[config.mk]
export PLATFORM = sky130hd
export DESIGN_NAME = mem_xy_responder
export DESIGN_NICKNAME = d
export VERILOG_FILES = /design/src/rtl/mem_xy_responder.sv
export SDC_FILE = /design/constraint.sdc
export NUM_CORES = 2
export LEC_CHECK = 0
export BUFFER_PORTS_ARGS = -buffer_cell sky130_fd_sc_hd__buf_4
export CAP_MARGIN = 20
export CORE_MARGIN = 2
export CORE_UTILIZATION = 40
export CTS_CLUSTER_SIZE = 8
export DETAILED_ROUTE_END_ITERATION = 6
export GPL_ROUTABILITY_DRIVEN = 0
export GPL_TIMING_DRIVEN = 0
export HOLD_SLACK_MARGIN = 0.02
export PLACE_DENSITY = 0.58
export SLEW_MARGIN = 25
export SYNTH_ARGS = -nofsm -noshare
export SYNTH_HDL_FRONTEND = slang
export SYNTH_SLANG_ARGS = --single-unit
[constraint.sdc]
create_clock -name clk -period 4.92 [get_ports clk]
set_input_delay 0 -clock clk [delete_from_list [all_inputs] [get_ports clk]]
set_output_delay 0 -clock clk [all_outputs]
set_load 0.03 [all_outputs]
[src/rtl/mem_xy_responder.sv]
// mem_xy_responder: storage-side responder for the MemX/MemY interface.
// Two banks indexed from one common address, with self-clearing init and overflow tracking.
`default_nettype none

module mem_xy_responder #(
  parameter int DATA_W = 64,
  parameter int ADDR_W = 4
) (
  input  logic                  clk,
  input  logic                  rst_n,
  input  logic                  mem_req,
  input  logic                  mem_we_x,
  input  logic                  mem_we_y,
  input  logic [2*ADDR_W-1:0]   common_address,
  input  logic [DATA_W-1:0]     MemWriteBus,
  input  logic                  MemOverflow,
  input  logic                  ovf_clear,
  output logic                  mem_ready,
  output logic [DATA_W-1:0]     memX_datain,
  output logic [DATA_W-1:0]     memY_datain,
  output logic                  mem_rvalid,
  output logic                  wr_ack,
  output logic                  ovf_sticky,
  output logic [2*ADDR_W-1:0]   ovf_addr,
  output logic [7:0]            wr_count
);

  localparam int unsigned c_depth = 1 << ADDR_W;

  typedef enum logic [1:0] {
    ST_INIT = 2'd0,
    ST_IDLE = 2'd1,
    ST_READ = 2'd2
  } state_t;

  state_t                state_q;
  logic [ADDR_W-1:0]     init_ptr_q;
  logic [2*ADDR_W-1:0]   rd_addr_q;
  logic                  mem_ready_q;
  logic                  mem_rvalid_q;
  logic                  wr_ack_q;
  logic                  ovf_sticky_q;
  logic [2*ADDR_W-1:0]   ovf_addr_q;
  logic [7:0]            wr_count_q;
  logic [7:0]            wr_count_d;
  logic [DATA_W-1:0]     rd_x_q;
  logic [DATA_W-1:0]     rd_y_q;
  logic [DATA_W-1:0]     bank_x_q [c_depth];
  logic [DATA_W-1:0]     bank_y_q [c_depth];

  logic                  w_init;
  logic                  w_is_write;
  logic                  w_wr_accept;
  logic                  w_rd_accept;
  logic                  w_x_we;
  logic                  w_y_we;
  logic [ADDR_W-1:0]     w_x_waddr;
  logic [ADDR_W-1:0]     w_y_waddr;
  logic [DATA_W-1:0]     w_wdata;

  // mem_ready_q is only high in IDLE, so it alone qualifies acceptance.
  assign w_init      = (state_q == ST_INIT);
  assign w_is_write  = mem_we_x | mem_we_y;
  assign w_wr_accept = mem_req & mem_ready_q & w_is_write;
  assign w_rd_accept = mem_req & mem_ready_q & ~w_is_write;

  assign w_x_we    = rst_n & (w_init | (w_wr_accept & mem_we_x));
  assign w_y_we    = rst_n & (w_init | (w_wr_accept & mem_we_y));
  assign w_x_waddr = w_init ? init_ptr_q : common_address[2*ADDR_W-1:ADDR_W];
  assign w_y_waddr = w_init ? init_ptr_q : common_address[ADDR_W-1:0];
  assign w_wdata   = w_init ? '0 : MemWriteBus;

  assign wr_count_d = (wr_count_q == 8'hFF) ? wr_count_q : wr_count_q + 8'd1;

  always_ff @(posedge clk) begin
    if (w_x_we) bank_x_q[w_x_waddr] <= w_wdata;
    if (w_y_we) bank_y_q[w_y_waddr] <= w_wdata;
  end

  always_ff @(posedge clk) begin
    if (!rst_n) begin
      state_q      <= ST_INIT;
      init_ptr_q   <= '0;
      rd_addr_q    <= '0;
      mem_ready_q  <= 1'b0;
      mem_rvalid_q <= 1'b0;
      wr_ack_q     <= 1'b0;
      ovf_sticky_q <= 1'b0;
      ovf_addr_q   <= '0;
      wr_count_q   <= '0;
      rd_x_q       <= '0;
      rd_y_q       <= '0;
    end else begin
      mem_rvalid_q <= 1'b0;
      wr_ack_q     <= 1'b0;
      // A same-cycle overflow below overrides this clear.
      if (ovf_clear) ovf_sticky_q <= 1'b0;
      case (state_q)
        ST_INIT: begin
          init_ptr_q <= init_ptr_q + ADDR_W'(1);
          if (init_ptr_q == '1) begin
            state_q     <= ST_IDLE;
            mem_ready_q <= 1'b1;
          end
        end
        ST_IDLE: begin
          if (w_wr_accept) begin
            wr_ack_q   <= 1'b1;
            wr_count_q <= wr_count_d;
            if (MemOverflow) begin
              ovf_sticky_q <= 1'b1;
              if (!ovf_sticky_q || ovf_clear) ovf_addr_q <= common_address;
            end
          end else if (w_rd_accept) begin
            rd_addr_q   <= common_address;
            state_q     <= ST_READ;
            mem_ready_q <= 1'b0;
          end
        end
        ST_READ: begin
          rd_x_q       <= bank_x_q[rd_addr_q[2*ADDR_W-1:ADDR_W]];
          rd_y_q       <= bank_y_q[rd_addr_q[ADDR_W-1:0]];
          mem_rvalid_q <= 1'b1;
          state_q      <= ST_IDLE;
          mem_ready_q  <= 1'b1;
        end
        default: begin
          state_q     <= ST_INIT;
          init_ptr_q  <= '0;
          mem_ready_q <= 1'b0;
        end
      endcase
    end
  end

  assign mem_ready   = mem_ready_q;
  assign memX_datain = rd_x_q;
  assign memY_datain = rd_y_q;
  assign mem_rvalid  = mem_rvalid_q;
  assign wr_ack      = wr_ack_q;
  assign ovf_sticky  = ovf_sticky_q;
  assign ovf_addr    = ovf_addr_q;
  assign wr_count    = wr_count_q;

endmodule

`default_nettype wire

==> run metrics <==
number of remaining DRC errors=0; Crit Path Class=register to register; Clock Path Buffers=4; Worst Hold Class=input port to register; initial core utilization=between 40% and 50%; FILL cells=17.3k; Reg2Reg Capture Point=bank_x_q[4][42]$_DFFE_PP_; routed len/inst=26.0 µm; Arrival @ worst endpoint=4170 ps; R2R cell count=9; Seq/Total Area, Yosys=76.4%; Area Growth Syn to Fin=22.8%; crit start category=register; Fmax=279 MHz; DIE WIDTH=~460 µm; worst-case hold path end point=wr_ack$_SDFF_PN0_; DP HPWL=~150000 µm; dpl ws=1480 ps; CP Capture Type=register; maxcap violations=0; row cnt=between 150 and 200; met1 usage=between 20% and 30%; aggregate global-route resource usage=21.2%; Iter 0 DRT Violations=5237; status=finished, final reports clean; vias in the first global route=about 48k; vias per inst=5.41; CTS Sinks=2209; Synth Register Bits=around 2.2k; DIE HEIGHT=464 µm; Finish-stage setup viols=0; leak pwr=34.0 nW; total wire length=between 200000 and 250000 µm; CTS tree=done; clock skew=70.4 ps; Worst-path clk slew=50 ps; HP Start=mem_we_x; Final Critical Period=3590 ps; layout cells sized above 1=between 15 and 20%; reg-to-reg critical path startpoint=state_q[0]$_SDFFE_PN0P_; Rel. slew slack=34.4%; largest net degree at the start of global routing=33; most frequent cells in the layout=edfxtp_1, mux2i_1, nand2_1, nand3_1, clkbuf_16; first-pass GRT wire length=333000 µm; number of antenna violations at the first check in global routing=11; First-pass DRT Iterations=6; pwr dens=415 nW/µm²; RSZ-0062 raised after global routing=no; grt ovf=0; htree depth=5; Slew @ Worst Pin=980 ps; Syn. warnings=0; Final Hold Fails=0; R2R Setup Slk=roughly 1300 ps; WHS=130 ps; most common cell after layout, fill and taps aside=edfxtp_1; M2 GR Usage=between 30% and 40%; TritonCTS Buffers=326; post-route ant nets=0; CP max FO=19; Unique masters post-synth=42; worst skew pair latency=between 900 and 1000 ps; fin. max-slew vios=0; global-route met3 utilization=3.88%; buffers added on ports=225; Final nets=5955; IO Pins=227; Post-Synthesis Cells=5063; Final Cycle Share=72.9%; peak supply drop=0.000391 V; Mapped Area=between 80000 and 90000 µm²; Root Buffer=clkbuf_16; Hold Path Stages=4; Die Area=215000 µm²; worst endpoint required time=roughly 5500 ps; routed vias=just under 50k; busiest grt layer=met2; core area=210000 µm²; critical path startpoint=state_q[0]$_SDFFE_PN0P_; fin worst setup slack=1330 ps; post-synthesis average cell area=approximately 17 µm²; post-synth net total=5147
-- state kept, by name (all words and copies together), names as in the netlist --
signal,count
bank_x_q,1024
bank_y_q,1024
init_ptr_q,4
memX_datain,64
memY_datain,64
mem_rvalid,1
ovf_addr,8
ovf_sticky,1
rd_addr_q,8
state_q,2
wr_ack,1
wr_count,8
-- layer usage --
metal	wire [µm]	part of all wire (%)	up-vias
met4	6300	2.7	0
met1	100000	43	24500
met3	17600	7.6	402
li1	-	-	21300
met2	107000	46	1977
met5	0	0	-
-- cell type report --
type                    count  area [µm²]  share of cell area (%)
diodes                     12        30.0                  0.0289
clock buffers             541        9090                    8.74
multi-input cells        2563       19000                    18.3
repair buffers            480        5940                    5.71
flip-flops and latches   2209       64700                    62.2
well taps                2805        3510                    3.37
plain buffers             284        1610                    1.55
clock inverters            11         109                   0.105
inverters                   7        26.3                  0.0253
-- cell usage after synthesis, drive strengths merged --
| library cell | number | area (µm²) |
|---|---|---|
| a2111oi | 1 | 27.5 |
| o32a | 2 | 20.0 |
| and4bb | 1 | 12.5 |
| a211oi | 3 | 22.5 |
| a31o | 1 | 8.76 |
| and3 | 5 | 31.3 |
| buf | 179 | 1200 |
| xnor2 | 3 | 26.3 |
| a21oi | 276 | 1380 |
| a21bo | 1 | 10.0 |
| o21ai | 11 | 55.1 |
| xor2 | 1 | 8.76 |
| clkbuf | 105 | 397 |
| nor3 | 7 | 35.0 |
| nand4b | 1 | 8.76 |
| nand3 | 401 | 2010 |
| ha | 5 | 62.6 |
| mux2i | 1033 | 10300 |
| nor2 | 60 | 225 |
| dfxtp | 161 | 3220 |
| nand3b | 3 | 22.5 |
| a31oi | 5 | 31.3 |
| nor3b | 6 | 45.0 |
| nor2b | 70 | 438 |
| o2111ai | 1 | 26.3 |
| o31ai | 1 | 7.51 |
| a22oi | 256 | 1920 |
| o2111a | 1 | 11.3 |
| inv | 7 | 26.3 |
| nor4 | 1 | 12.5 |
| and4 | 2 | 18.8 |
| and2 | 4 | 25.0 |
| edfxtp | 2048 | 61500 |
| nand2b | 2 | 12.5 |
| nand2 | 399 | 1500 |
-- power breakdown --
part           total, mW  switching (mW)  internal [mW]  leakage [nW]
combinational       1.76            1.16          0.592          9.31
sequential          21.3           0.117           21.2          20.3
clock               20.1            7.71           12.4          4.39
total               43.2            8.99           34.2          34.0
-- worst max-delay path: stages (launching register included) --
cell	delay (ps)
dfxtp_1	400
inv_1	130
ha_1	250
inv_1	80
clkbuf_1	250
nor3b_1	610
a31oi_1	330
nor2_4	710
buf_12	260
buf_12	200
-- kinds of logic after synthesis --
logic type      share of synthesized area (%)
xor+xnor                               0.0414
flops                                    76.4
simple gates                             5.19
compound gates                           4.16
buf+inv                                  1.92
mux                                      12.2
fa+ha+maj                              0.0739
-- what timing repair did --
action	CTS	global route
gates resized for setup	0	0
hold endpoints to repair	2096	0
buffers inserted	0	0
hold buffers	106	0
-- through the flow --
step	setup TNS [ps]	instances	power [mW]	area, µm²	util [%]
after floorplan	0	5063	22.4	84700	-
after global placement	-7266300	8093	23.1	89900	42.8
after detailed placement	0	8242	23.3	93700	44.6
after CTS	0	8900	43.5	104000	49.5
after global routing	0	8904	44.4	104000	49.5
final	0	8912	43.2	104000	49.6
-- worst max-delay path by stage --
stage	to	slack, ps	cells after the start
3_3_place_gp	bank_y_q[8][39]$_DFFE_PP_	-4780	6
6_report	bank_x_q[4][42]$_DFFE_PP_	1330	9
3_5_place_dp	bank_x_q[5][49]$_DFFE_PP_	1480	10
4_1_cts	bank_x_q[5][30]$_DFFE_PP_	1480	10
5_1_grt	bank_x_q[5][46]$_DFFE_PP_	1170	10
2_1_floorplan	bank_x_q[12][0]$_DFFE_PP_	180	6
Power figures use the tool's default switching activity.
